**config.mk**
```make
export PLATFORM = sky130hd
export DESIGN_NAME = alsu_cmd_driver_flat
export DESIGN_NICKNAME = d
export VERILOG_FILES = /design/src/rtl/alsu_cmd_driver_if.sv /design/src/rtl/alsu_cmd_driver.sv /design/src/flat_wrapper.sv
export SDC_FILE = /design/constraint.sdc
export NUM_CORES = 1
export LEC_CHECK = 0
export ABC_CLOCK_PERIOD_IN_PS = 2300
export CAP_MARGIN = 20
export CORE_ASPECT_RATIO = 0.5
export CORE_MARGIN = 1
export CORE_UTILIZATION = 47
export CTS_CLUSTER_DIAMETER = 30
export CTS_CLUSTER_SIZE = 40
export DETAILED_ROUTE_END_ITERATION = 12
export PLACE_DENSITY = 0.87
export SLEW_MARGIN = 20
export SYNTH_ARGS = -nofsm -noshare
export SYNTH_HDL_FRONTEND = slang
export SYNTH_SLANG_ARGS = --single-unit
export TNS_END_PERCENT = 30
```
**constraint.sdc**
```tcl
create_clock -name clk -period 2.3 [get_ports clk]
set_input_delay 0.46 -clock clk [delete_from_list [all_inputs] [get_ports clk]]
set_output_delay 0.46 -clock clk [all_outputs]
set_load 0.03 [all_outputs]
```
**src/rtl/alsu_cmd_driver_if.sv**
```systemverilog
// Command and response handshake bundle between a requester and alsu_cmd_driver.
// master: command source / response sink. slave: the driver itself.
interface alsu_cmd_driver_if;
  logic              cmd_valid;
  logic              cmd_ready;
  logic [2:0]        cmd_opcode;
  logic signed [2:0] cmd_A;
  logic signed [2:0] cmd_B;
  logic              cmd_cin;
  logic              cmd_serial_in;
  logic              cmd_red_op_A;
  logic              cmd_red_op_B;
  logic              cmd_bypass_A;
  logic              cmd_bypass_B;
  logic              cmd_direction;
  logic [3:0]        cmd_tag;

  logic              rsp_valid;
  logic              rsp_ready;
  logic signed [5:0] rsp_out;
  logic [15:0]       rsp_leds;
  logic [3:0]        rsp_tag;
  logic              rsp_invalid;

  modport master (
    output cmd_valid, cmd_opcode, cmd_A, cmd_B, cmd_cin, cmd_serial_in, cmd_red_op_A,
           cmd_red_op_B, cmd_bypass_A, cmd_bypass_B, cmd_direction, cmd_tag, rsp_ready,
    input  cmd_ready, rsp_valid, rsp_out, rsp_leds, rsp_tag, rsp_invalid
  );

  modport slave (
    input  cmd_valid, cmd_opcode, cmd_A, cmd_B, cmd_cin, cmd_serial_in, cmd_red_op_A,
           cmd_red_op_B, cmd_bypass_A, cmd_bypass_B, cmd_direction, cmd_tag, rsp_ready,
    output cmd_ready, rsp_valid, rsp_out, rsp_leds, rsp_tag, rsp_invalid
  );
endinterface

```
**src/rtl/alsu_cmd_driver.sv**
```systemverilog
// Issues tagged commands to a 2-cycle-latency ALSU, samples its results into a
// FWFT response FIFO, and supports a software flush of in-flight operations.
module alsu_cmd_driver #(
  parameter int unsigned RSP_DEPTH = 4
) (
  input  logic                clk,
  input  logic                rst,
  input  logic                sw_rst,
  alsu_cmd_driver_if.slave    bus,
  output logic                alsu_rst,
  output logic [2:0]          alsu_opcode,
  output logic signed [2:0]   alsu_A,
  output logic signed [2:0]   alsu_B,
  output logic                alsu_cin,
  output logic                alsu_serial_in,
  output logic                alsu_red_op_A,
  output logic                alsu_red_op_B,
  output logic                alsu_bypass_A,
  output logic                alsu_bypass_B,
  output logic                alsu_direction,
  input  logic signed [5:0]   alsu_out,
  input  logic [15:0]         alsu_leds,
  output logic [15:0]         issued_cnt,
  output logic [15:0]         retired_cnt
);

  localparam int unsigned AW = (RSP_DEPTH > 1) ? $clog2(RSP_DEPTH) : 1;

  typedef struct packed {
    logic signed [5:0] out;
    logic [15:0]       leds;
    logic [3:0]        tag;
    logic              invalid;
  } rsp_t;

  typedef enum logic [1:0] {IDLE = 2'd0, BUSY = 2'd1, FLUSH = 2'd2} state_t;

  state_t         state, state_next;
  logic           flush_cnt, flush_cnt_next;
  logic           sw_pulse;
  logic           iss_v, s1_v, s2_v;
  logic [3:0]     iss_tag, s1_tag, s2_tag;
  logic           iss_inv, s1_inv, s2_inv;
  rsp_t           mem [RSP_DEPTH];
  rsp_t           head;
  logic [AW-1:0]  wr_ptr, rd_ptr;
  logic [AW:0]    count;
  logic [1:0]     inflight;
  logic           credit_ok, xfer, push, pop, cmd_inv;

  // The issue register counts as in flight: its result is still owed a FIFO slot.
  assign inflight  = {1'b0, iss_v} + {1'b0, s1_v} + {1'b0, s2_v};
  assign credit_ok = (32'(count) + 32'(inflight)) < RSP_DEPTH;
  assign bus.cmd_ready = !rst && !sw_rst && (state != FLUSH) && credit_ok;
  assign xfer = bus.cmd_valid && bus.cmd_ready;

  assign cmd_inv = !bus.cmd_bypass_A && !bus.cmd_bypass_B &&
                   ((bus.cmd_opcode == 3'd6) || (bus.cmd_opcode == 3'd7) ||
                    ((bus.cmd_opcode > 3'd1) && (bus.cmd_red_op_A || bus.cmd_red_op_B)));

  assign bus.rsp_valid = !rst && (count != '0);
  assign pop  = bus.rsp_valid && bus.rsp_ready;
  assign push = s2_v && !sw_rst;

  assign alsu_rst = rst || sw_pulse;

  always_ff @(posedge clk) begin
    if (rst) begin
      sw_pulse       <= 1'b0;
      alsu_opcode    <= '0;
      alsu_A         <= '0;
      alsu_B         <= '0;
      alsu_cin       <= 1'b0;
      alsu_serial_in <= 1'b0;
      alsu_red_op_A  <= 1'b0;
      alsu_red_op_B  <= 1'b0;
      alsu_bypass_A  <= 1'b0;
      alsu_bypass_B  <= 1'b0;
      alsu_direction <= 1'b0;
    end else begin
      sw_pulse       <= sw_rst;
      alsu_opcode    <= xfer ? bus.cmd_opcode : 3'd0;
      alsu_A         <= xfer ? bus.cmd_A : 3'sd0;
      alsu_B         <= xfer ? bus.cmd_B : 3'sd0;
      alsu_cin       <= xfer && bus.cmd_cin;
      alsu_serial_in <= xfer && bus.cmd_serial_in;
      alsu_red_op_A  <= xfer && bus.cmd_red_op_A;
      alsu_red_op_B  <= xfer && bus.cmd_red_op_B;
      alsu_bypass_A  <= xfer && bus.cmd_bypass_A;
      alsu_bypass_B  <= xfer && bus.cmd_bypass_B;
      alsu_direction <= xfer && bus.cmd_direction;
    end
  end

  // Tag pipeline: issue -> s1 -> s2; s2 lines up with the ALSU result.
  always_ff @(posedge clk) begin
    if (rst || sw_rst) begin
      {iss_v, s1_v, s2_v}       <= '0;
      {iss_tag, s1_tag, s2_tag} <= '0;
      {iss_inv, s1_inv, s2_inv} <= '0;
    end else begin
      iss_v   <= xfer;
      iss_tag <= bus.cmd_tag;
      iss_inv <= cmd_inv;
      s1_v    <= iss_v;
      s1_tag  <= iss_tag;
      s1_inv  <= iss_inv;
      s2_v    <= s1_v;
      s2_tag  <= s1_tag;
      s2_inv  <= s1_inv;
    end
  end

  always_ff @(posedge clk) begin
    if (push) begin
      mem[wr_ptr] <= '{out: alsu_out, leds: alsu_leds, tag: s2_tag, invalid: s2_inv};
    end
  end

  always_ff @(posedge clk) begin
    if (rst) begin
      wr_ptr      <= '0;
      rd_ptr      <= '0;
      count       <= '0;
      issued_cnt  <= '0;
      retired_cnt <= '0;
    end else begin
      if (push) wr_ptr <= wr_ptr + AW'(1);
      if (pop)  rd_ptr <= rd_ptr + AW'(1);
      case ({push, pop})
        2'b10:   count <= count + (AW+1)'(1);
        2'b01:   count <= count - (AW+1)'(1);
        default: count <= count;
      endcase
      if (xfer) issued_cnt  <= issued_cnt + 16'd1;
      if (pop)  retired_cnt <= retired_cnt + 16'd1;
    end
  end

  assign head            = mem[rd_ptr];
  assign bus.rsp_out     = head.out;
  assign bus.rsp_leds    = head.leds;
  assign bus.rsp_tag     = head.tag;
  assign bus.rsp_invalid = head.invalid;

  always_ff @(posedge clk) begin
    if (rst) begin
      state     <= IDLE;
      flush_cnt <= 1'b0;
    end else begin
      state     <= state_next;
      flush_cnt <= flush_cnt_next;
    end
  end

  always_comb begin
    state_next     = state;
    flush_cnt_next = flush_cnt;
    if (sw_rst) begin
      state_next     = FLUSH;
      flush_cnt_next = 1'b1;
    end else begin
      case (state)
        FLUSH: begin
          if (flush_cnt) flush_cnt_next = 1'b0;
          else           state_next     = IDLE;
        end
        default: state_next = (xfer || iss_v || s1_v) ? BUSY : IDLE;
      endcase
    end
  end

endmodule

```
**src/flat_wrapper.sv**
```systemverilog
// flat-port wrapper written by rule: the top's interface ports become plain ports
module alsu_cmd_driver_flat 
#(
  parameter int unsigned RSP_DEPTH = 4
)
  (clk, rst, sw_rst, alsu_rst, alsu_opcode, alsu_A, alsu_B, alsu_cin, alsu_serial_in, alsu_red_op_A, alsu_red_op_B, alsu_bypass_A, alsu_bypass_B, alsu_direction, alsu_out, alsu_leds, issued_cnt, retired_cnt, bus_cmd_valid, bus_cmd_opcode, bus_cmd_A, bus_cmd_B, bus_cmd_cin, bus_cmd_serial_in, bus_cmd_red_op_A, bus_cmd_red_op_B, bus_cmd_bypass_A, bus_cmd_bypass_B, bus_cmd_direction, bus_cmd_tag, bus_rsp_ready, bus_cmd_ready, bus_rsp_valid, bus_rsp_out, bus_rsp_leds, bus_rsp_tag, bus_rsp_invalid);
  alsu_cmd_driver_if bus_i ();
  input  logic clk;
  input  logic rst;
  input  logic sw_rst;
  output logic alsu_rst;
  output logic [2:0] alsu_opcode;
  output logic signed [2:0] alsu_A;
  output logic signed [2:0] alsu_B;
  output logic alsu_cin;
  output logic alsu_serial_in;
  output logic alsu_red_op_A;
  output logic alsu_red_op_B;
  output logic alsu_bypass_A;
  output logic alsu_bypass_B;
  output logic alsu_direction;
  input  logic signed [5:0] alsu_out;
  input  logic [15:0] alsu_leds;
  output logic [15:0] issued_cnt;
  output logic [15:0] retired_cnt;
  input wire logic [$bits(bus_i.cmd_valid)-1:0] bus_cmd_valid;
  input wire logic [$bits(bus_i.cmd_opcode)-1:0] bus_cmd_opcode;
  input wire logic [$bits(bus_i.cmd_A)-1:0] bus_cmd_A;
  input wire logic [$bits(bus_i.cmd_B)-1:0] bus_cmd_B;
  input wire logic [$bits(bus_i.cmd_cin)-1:0] bus_cmd_cin;
  input wire logic [$bits(bus_i.cmd_serial_in)-1:0] bus_cmd_serial_in;
  input wire logic [$bits(bus_i.cmd_red_op_A)-1:0] bus_cmd_red_op_A;
  input wire logic [$bits(bus_i.cmd_red_op_B)-1:0] bus_cmd_red_op_B;
  input wire logic [$bits(bus_i.cmd_bypass_A)-1:0] bus_cmd_bypass_A;
  input wire logic [$bits(bus_i.cmd_bypass_B)-1:0] bus_cmd_bypass_B;
  input wire logic [$bits(bus_i.cmd_direction)-1:0] bus_cmd_direction;
  input wire logic [$bits(bus_i.cmd_tag)-1:0] bus_cmd_tag;
  input wire logic [$bits(bus_i.rsp_ready)-1:0] bus_rsp_ready;
  output wire logic [$bits(bus_i.cmd_ready)-1:0] bus_cmd_ready;
  output wire logic [$bits(bus_i.rsp_valid)-1:0] bus_rsp_valid;
  output wire logic [$bits(bus_i.rsp_out)-1:0] bus_rsp_out;
  output wire logic [$bits(bus_i.rsp_leds)-1:0] bus_rsp_leds;
  output wire logic [$bits(bus_i.rsp_tag)-1:0] bus_rsp_tag;
  output wire logic [$bits(bus_i.rsp_invalid)-1:0] bus_rsp_invalid;
  assign bus_i.cmd_valid = bus_cmd_valid;
  assign bus_i.cmd_opcode = bus_cmd_opcode;
  assign bus_i.cmd_A = bus_cmd_A;
  assign bus_i.cmd_B = bus_cmd_B;
  assign bus_i.cmd_cin = bus_cmd_cin;
  assign bus_i.cmd_serial_in = bus_cmd_serial_in;
  assign bus_i.cmd_red_op_A = bus_cmd_red_op_A;
  assign bus_i.cmd_red_op_B = bus_cmd_red_op_B;
  assign bus_i.cmd_bypass_A = bus_cmd_bypass_A;
  assign bus_i.cmd_bypass_B = bus_cmd_bypass_B;
  assign bus_i.cmd_direction = bus_cmd_direction;
  assign bus_i.cmd_tag = bus_cmd_tag;
  assign bus_i.rsp_ready = bus_rsp_ready;
  assign bus_cmd_ready = bus_i.cmd_ready;
  assign bus_rsp_valid = bus_i.rsp_valid;
  assign bus_rsp_out = bus_i.rsp_out;
  assign bus_rsp_leds = bus_i.rsp_leds;
  assign bus_rsp_tag = bus_i.rsp_tag;
  assign bus_rsp_invalid = bus_i.rsp_invalid;
  alsu_cmd_driver #(.RSP_DEPTH(RSP_DEPTH)) u_core (.clk(clk), .rst(rst), .sw_rst(sw_rst), .bus(bus_i), .alsu_rst(alsu_rst), .alsu_opcode(alsu_opcode), .alsu_A(alsu_A), .alsu_B(alsu_B), .alsu_cin(alsu_cin), .alsu_serial_in(alsu_serial_in), .alsu_red_op_A(alsu_red_op_A), .alsu_red_op_B(alsu_red_op_B), .alsu_bypass_A(alsu_bypass_A), .alsu_bypass_B(alsu_bypass_B), .alsu_direction(alsu_direction), .alsu_out(alsu_out), .alsu_leds(alsu_leds), .issued_cnt(issued_cnt), .retired_cnt(retired_cnt));
endmodule
```
# ---- Yosys cells after proc, flatten, opt, wreduce, memory -nomap -nowiden
# Memories as Yosys holds them, arrays and structs flattened. A register that Yosys moved wholly into a read port is not among the register bits.
# Index checks and enable logic that the tools add are counted.
dict set report word_totals {
  register_bits 77
  ram_bits 108
  output_inout_bits 78
  elab_cells 93
  memories 1
}
dict set report classes {
  addsub 9
  magnitude_cmp 2
  n_eq_ne 8
  n_mux 11
  bitwise_logic 1
  n_reduce_logical 33
}
# name words width read_ports rd_ports_with_merged_regs write_ports line_no
set memory_table {}
lappend memory_table {u_core.mem 4 27 1 1 1 alsu_cmd_driver.sv:44} ;# rsp_t mem [RSP_DEPTH];
# op count
set op_table {}
lappend op_table {{adder 16 x 1 -> 16 bit, second input constant} 2}
lappend op_table {{less-than comparator 32 x 3 -> 1 bit, second input constant} 1}
lappend op_table {{logical AND 1 bit} 17}
lappend op_table {{two-way mux 2 bit} 5}
lappend op_table {{logical OR 1 bit} 7}
lappend op_table {{== test 3 bit, second input constant} 2}
lappend op_table {{one-hot mux 3 bit (2 select lines)} 1}
lappend op_table {{two-way mux 1 bit} 5}
lappend op_table {{adder 2 x 1 -> 2 bit, second input constant} 2}
lappend op_table {{adder 3 x 2 -> 4 bit} 1}
lappend op_table {{== test 2 bit, second input constant} 2}
lappend op_table {{zero test 1 bit} 4}
lappend op_table {{inequality test 2 bit, second input constant} 2}
lappend op_table {{nonzero test 2 bit} 2}
lappend op_table {{OR reduction 2 bit} 2}
lappend op_table {{adder 3 x 1 -> 3 bit, second input constant} 1}
lappend op_table {{> comparator 3 x 1 -> 1 bit, second input constant} 1}
lappend op_table {{inequality test 3 bit, second input constant} 1}
lappend op_table {{nonzero test 3 bit} 1}
lappend op_table {{subtractor 3 x 1 -> 3 bit, second input constant} 1}
lappend op_table {{adder 1 x 1 -> 2 bit} 1}
lappend op_table {{adder 2 x 1 -> 2 bit} 1}
lappend op_table {{== test 2 x 1 -> 1 bit, second input constant} 1}
lappend op_table {{NOT 1 bit} 1}

# ---- Longest topological paths before layout
# Gate-level depths: netlist of the first run.
dict set report logic_depth {
  ltp_word 11
  depth_mapped 10
  depth_no_buf 9
}

# ---- Worst setup path after synthesis of the first run
# Ideal clock, no wire load.
dict set report synth_timing {
  kind {input port to flip-flop}
  startpoint {in rst}
  endpoint {reg u_core.count[2]}
  setup_ns 0.070
  arrival_time_ns 2.183
  required_time_ns 2.230
  setup_slack_ns 0.047
  cell_stages 8
  n_path_buf 1
  path_cell_list {buf_2 -> nor3b_2 -> ha_1 -> inv_1 -> fa_1 -> xor2_1 -> or3_1 -> a21oi_1}
}
dict set report synth_via {
  elab_chain_len 5
  word_cells_on_any_way 7
}
# item line_no
set synth_rtl {}
lappend synth_rtl {{start, declared} flat_wrapper.sv:9} ;# input logic rst;
lappend synth_rtl {{zero test 1 bit *} alsu_cmd_driver.sv:61} ;# assign bus.rsp_valid = !rst && (count != '0);
lappend synth_rtl {{logical AND 1 bit *} alsu_cmd_driver.sv:61}
lappend synth_rtl {{logical AND 1 bit *} alsu_cmd_driver.sv:62} ;# assign pop = bus.rsp_valid && bus.rsp_ready;
lappend synth_rtl {{net u_core.pop} alsu_cmd_driver.sv:49} ;# logic credit_ok, xfer, push, pop, cmd_inv;
lappend synth_rtl {{== test 2 x 1 -> 1 bit / == test 2 bit (equally long branches)} alsu_cmd_driver.sv:130} ;# case ({push, pop})
lappend synth_rtl {{one-hot mux 3 bit (2 select lines) / nonzero test 2 bit (equally long branches)} --}
lappend synth_rtl {{end signal, assigned} alsu_cmd_driver.sv:131} ;# 2'b10: count <= count + (AW+1)'(1);
lappend synth_rtl {{end signal, assigned} alsu_cmd_driver.sv:132} ;# 2'b01: count <= count - (AW+1)'(1);
lappend synth_rtl {{end signal, assigned} alsu_cmd_driver.sv:133} ;# default: count <= count;
lappend synth_rtl {{end, declared} alsu_cmd_driver.sv:47} ;# logic [AW:0] count;
# Mark *: on every way through the listed nets, which the timed path passes. The rest lies on a longest branch.
# A chain may end at the register's enable or synchronous reset.

# ---- Worst setup path in the final report of the first run
dict set report layout_timing {
  startpoint {reg u_core.count[0]}
  endpoint {out bus_cmd_ready}
}
dict set report layout_via {
  elab_chain_len 3
}
# item line_no
set layout_rtl {}
lappend layout_rtl {{adder 3 x 2 -> 4 bit} alsu_cmd_driver.sv:53} ;# assign credit_ok = (32'(count) + 32'(inflight)) < RSP_DEPTH;
lappend layout_rtl {{less-than comparator 32 x 3 -> 1 bit} alsu_cmd_driver.sv:53}
lappend layout_rtl {{logical AND 1 bit} alsu_cmd_driver.sv:54} ;# assign bus.cmd_ready = !rst && !sw_rst && (state != FLUSH) && credit_ok;
lappend layout_rtl {{end, declared} flat_wrapper.sv:39} ;# output wire logic [$bits(bus_i.cmd_ready)-1:0] bus_cmd_ready;
# Every way passes these cells.

==> metrics.log, run 1 <==
INFO  metric outcome = complete, but fails checks
INFO  metric failed_checks = design-rule violations, negative setup slack
INFO  metric synth-compound-area-share = roughly 4%
INFO  metric io_pins = between 100 and 150
INFO  metric synth.yosys.seq_area_share = around 69%
INFO  metric cp-end-kind = output port
INFO  metric synth-simple-area-share = a little under an eighth
INFO  metric insertion_delay = around 0.42 ns
INFO  metric routed_via_count = roughly 4200
INFO  metric syn_nets = between 500 and 600
INFO  metric portBuffers = between 100 and 150
INFO  metric share_seq_of_total_power = 53.6%
INFO  metric fp.coreArea = about 14000 sq um
INFO  metric mean_area_per_synthesized_cell = approximately 15 sq um
INFO  metric syn2layout_area_growth = 32.7%
INFO  metric timing.hold.worst.class = input pin to flop
INFO  metric post_dp_cell_area = 8570 sq um
INFO  metric synth_top_family_by_area = simple AND/OR/NAND/NOR gates
INFO  metric critical_path.cell_chain = inv_2 > fa_2 > inv_2 > ha_4 > nand3b_1 > nand3_2 > inv_4 > buf_6
INFO  metric dpl_worst_slack = -0.128 ns
INFO  metric final_util = 64.0%
INFO  metric syn_inst = between 400 and 500
INFO  metric numClockSinks = roughly 190
INFO  metric post-synth-top-area-cell = sky130_fd_sc_hd__edfxtp_1
INFO  metric post_synthesis_share_of_cell_area_spent_on_full_adders_half_adders_and_majority_gates = under 10%
INFO  metric clock_power_share = a little over two fifths
INFO  metric yosys.area_share.xor_xnor = between 1 and 1.5%
INFO  metric die_height = 88.2 um
INFO  metric global_route_wire_length_before_repair = slightly above 20 mm
INFO  metric cts_buffer_depth = 2
INFO  metric netlist.area_leader.share = approximately 46%
INFO  metric detail_route.wl_per_cell = 16.1 um
INFO  metric postSynth.asyncResetShare = 0%
INFO  metric tritoncts = done
INFO  metric finClkSkew = about 0.011 ns
INFO  metric drtAntennaViolNets = 0
INFO  metric antenna-diode-count = 0
INFO  metric max-cap-violations = 0
INFO  metric slew_violations = 0
INFO  metric finalWirelength = 13.3 mm
INFO  metric die_w = about 170 um
INFO  metric setup.worst_path.class = flop to output port
INFO  metric slew_at_the_pin_with_the_worst_max_slew_slack = 0.411 ns
INFO  metric power.share.combinational = between 3 and 4%
INFO  metric synthMuxAreaShare = roughly a tenth
INFO  metric timing.critical_path.max_delay_family = adder cells
INFO  metric critical_path.n_buffers_inverters = 4
INFO  metric total_power_divided_by_cell_area = around 700 nW/um^2
INFO  metric grt_antenna_before_repair = 0
INFO  metric htree_num_levels = 4
INFO  metric synth_top_flop_cell = sky130_fd_sc_hd__edfxtp_1
INFO  metric slew-limit-headroom = 72.5%
INFO  metric final_nets = 671
INFO  metric dieArea = ~15000 sq um
INFO  metric grt_overflow_total = 0
INFO  metric vias_in_the_first_global_route = 4096
INFO  metric start_kind = flop
INFO  metric power.switching_fraction = between 20% and 30%
INFO  metric final_layout_size_suffix_gt1_share = approximately 22%
INFO  metric post_drt_via_cell_ratio = a little over 5
INFO  metric edff_count_synth = 108
INFO  metric drt-pass1-iter-count = 8
INFO  metric synth_cell_types = 41
INFO  metric initial_drc_count = 260
INFO  metric finalWeightedCongestion = 0.758
INFO  metric grt_usage = between 10% and 20%
INFO  metric synth_warnings = 0
INFO  metric synth-seq-cells = 187
INFO  metric nFillCells = roughly 1000
INFO  metric timing_hold_violations_final = 0
INFO  metric leakage_power = about 3.1 nW
INFO  metric cts_inserted_buffers = 17
INFO  metric fin_ws = -0.0759 ns
INFO  metric clk_root_buffer_cell = sky130_fd_sc_hd__clkbuf_16
INFO  metric pin_count_of_the_biggest_net_entering_global_routing = 32
INFO  metric rsz0062_at_grt = yes
INFO  metric required = around 1.8 ns
INFO  metric setup-violations-final = 1
INFO  metric synth_area_leaders = sky130_fd_sc_hd__edfxtp_1 46%, sky130_fd_sc_hd__dfxtp_1 23%, sky130_fd_sc_hd__mux4_2 8.7%
INFO  metric seq_area = a little under 5000 sq um
INFO  metric internal-power = 5.13 mW
INFO  metric clock_transition_at_the_registers_of_the_reported_paths = approximately 0.070 ns
INFO  metric cp_common_cell = sky130_fd_sc_hd__inv_2
INFO  metric critical_path.slowest_cell = sky130_fd_sc_hd__fa_2
INFO  metric design_area = roughly 9300 sq um
INFO  metric critical-path-max-stage-delay = between 0.3 and 0.4 ns
INFO  metric achievable-frequency = around 420 MHz
INFO  metric cp_max_fo = 2
INFO  metric synth_area = ~7000 sq um
INFO  metric final_layout_setup_total_negative_slack = -0.0759 ns
INFO  metric total_switching_power = between 1 and 1.5 mW
INFO  metric ir_worst_vdd = between 400 and 500 uV
INFO  metric std_cell_rows = 31
INFO  metric start_util = 48.2%
INFO  metric finalCriticalPeriod = 2.38 ns
INFO  metric worstPathArrival = approximately 1.9 ns
INFO  metric finalCritPeriodShare = 103%
INFO  metric dp_hpwl = 8.39 mm
INFO  metric postCtsHoldBufs = 0
INFO  metric combined_area_of_the_multi_input_logic_cells = a little over 2000 sq um
INFO  metric drc = 1
[cells in the mapped netlist, drive strengths merged (2+ instances only)]
master / n
edfxtp: 108
dfxtp: 79
and2: 35
mux4: 27
a21oi: 25
nor2: 22
clkbuf: 16
inv: 15
o21ai: 15
nand2: 14
or3: 14
nand3: 13
ha: 8
o31ai: 8
or4: 7
xnor2: 7
buf: 6
nand4: 6
nor3: 5
and4: 4
nand2b: 4
nor2b: 4
xor2: 4
nor4: 3
fa: 2
mux2: 2
mux2i: 2
nand3b: 2
[path summary, 6_finish.rpt]
| kind | from | to | slack, ns | depth (start not counted) |
|---|---|---|---|---|
| setup / recovery | u_core.count[0]$_SDFFE_PP0P_ | bus_cmd_ready | -0.08 | 8 |
| hold / removal | rst | u_core.count[2]$_SDFFE_PP0P_ | 0.40 | 3 |
| setup reg to reg | u_core.count[0]$_SDFFE_PP0P_ | u_core.issued_cnt[9]$_SDFFE_PP0P_ | 0.05 | 9 |
| hold reg to reg | u_core.s1_tag[3]$_SDFF_PP0_ | u_core.s2_tag[3]$_SDFF_PP0_ | 0.43 | 1 |
[metrics by stage]
step	cells	hold slack (ns)	power, mW
2_1_floorplan	466	0.406	3.70
3_3_place_gp	790	0.407	3.83
3_5_place_dp	790	0.413	3.84
4_1_cts	828	0.394	6.67
5_1_grt	825	0.404	6.83
6_report	825	0.401	6.62
[sequential cells by signal, indices dropped and copies added (netlist names), 3 cells and up, named ones only]
name	cells
u_core.count	3
u_core.retired_cnt	16
u_core.s2_tag	4
u_core.s1_tag	4
u_core.alsu_opcode	3
u_core.alsu_A	3
u_core.mem	108
u_core.alsu_B	3
u_core.issued_cnt	16
u_core.iss_tag	4
[cells by family (layout without fill, tap and decap cells)]
logic type | after synthesis | count (layout)
AOI/OAI and AO/OA | 51 | 51
xor gates and xnor gates | 11 | 11
adders and majority gates | 10 | 10
buffers and inverters | 37 | 198
DFF | 187 | 187
muxes | 31 | 31
and+or+nand+nor | 139 | 139
[tightest hold or removal path: cells and delay by family]
kind	cells	cell delay (ns)
compound gates	1	0.04
buf+inv	2	0.27
[cells in the final DEF, fill, tap and decap left out, types with 2 or more instances in the layout]
cell type,instances
sky130_fd_sc_hd__nand2_1,14
sky130_fd_sc_hd__a21oi_1,23
sky130_fd_sc_hd__nor3_1,4
sky130_fd_sc_hd__mux2_1,2
sky130_fd_sc_hd__xor2_1,4
sky130_fd_sc_hd__nor4_2,2
sky130_fd_sc_hd__clkbuf_16,17
sky130_fd_sc_hd__xnor2_1,7
sky130_fd_sc_hd__a21oi_2,2
sky130_fd_sc_hd__clkdlybuf4s50_1,93
sky130_fd_sc_hd__nand3_1,12
sky130_fd_sc_hd__nor2_1,22
sky130_fd_sc_hd__dfxtp_2,3
sky130_fd_sc_hd__inv_2,4
sky130_fd_sc_hd__nand4_1,6
sky130_fd_sc_hd__ha_1,7
sky130_fd_sc_hd__mux2i_1,2
sky130_fd_sc_hd__or4_1,7
sky130_fd_sc_hd__buf_4,45
sky130_fd_sc_hd__edfxtp_1,108
sky130_fd_sc_hd__buf_6,4
sky130_fd_sc_hd__inv_6,7
sky130_fd_sc_hd__inv_1,10
sky130_fd_sc_hd__or3_1,13
sky130_fd_sc_hd__nor2b_1,4
sky130_fd_sc_hd__dfxtp_1,76
sky130_fd_sc_hd__and4_1,4
sky130_fd_sc_hd__mux4_2,27
sky130_fd_sc_hd__o31ai_1,7
sky130_fd_sc_hd__and2_1,35
sky130_fd_sc_hd__nand2b_1,4
sky130_fd_sc_hd__o21ai_0,15
sky130_fd_sc_hd__clkinv_8,4
sky130_fd_sc_hd__buf_12,7
[power by group through the flow]
stage	registers [mW]	clock network [mW]	logic, mW
after floorplan	3.64	0	0.0571
after CTS	3.55	2.90	0.224
after detailed placement	3.62	0	0.217
after global routing	3.55	3.05	0.239
final	3.55	2.84	0.223
after global placement	3.62	0	0.210
[timing repair]
item | CTS | global route
buffers inserted | 6 | 0
pin swaps | 9 | 3
gates resized for setup | 16 | 7
endpoints found under the setup margin | 3 | 30
[per-layer routing]
layer	track usage, %	wire length (um)
met1	21.9	5800
met2	31.3	6900
met3	3.78	466
met4	6.30	106
met5	0	0
[cell type report]
class                      count  area share, %
sequential                   187           52.2
multi-input combinational    242           22.3
timing repair buffer         151           15.9
clock buffer                  17           4.60
tap                          198           2.68
clock inverter                15           1.80
inverter                      15          0.635
No activity file was read; power rests on OpenSTA's default activity.
==> run 2: changes to the inputs <==
- CAP_MARGIN: 20 -> unset
==> results of run 2 <==
The final DEF is identical to that of run 1; final timing and power are the same.
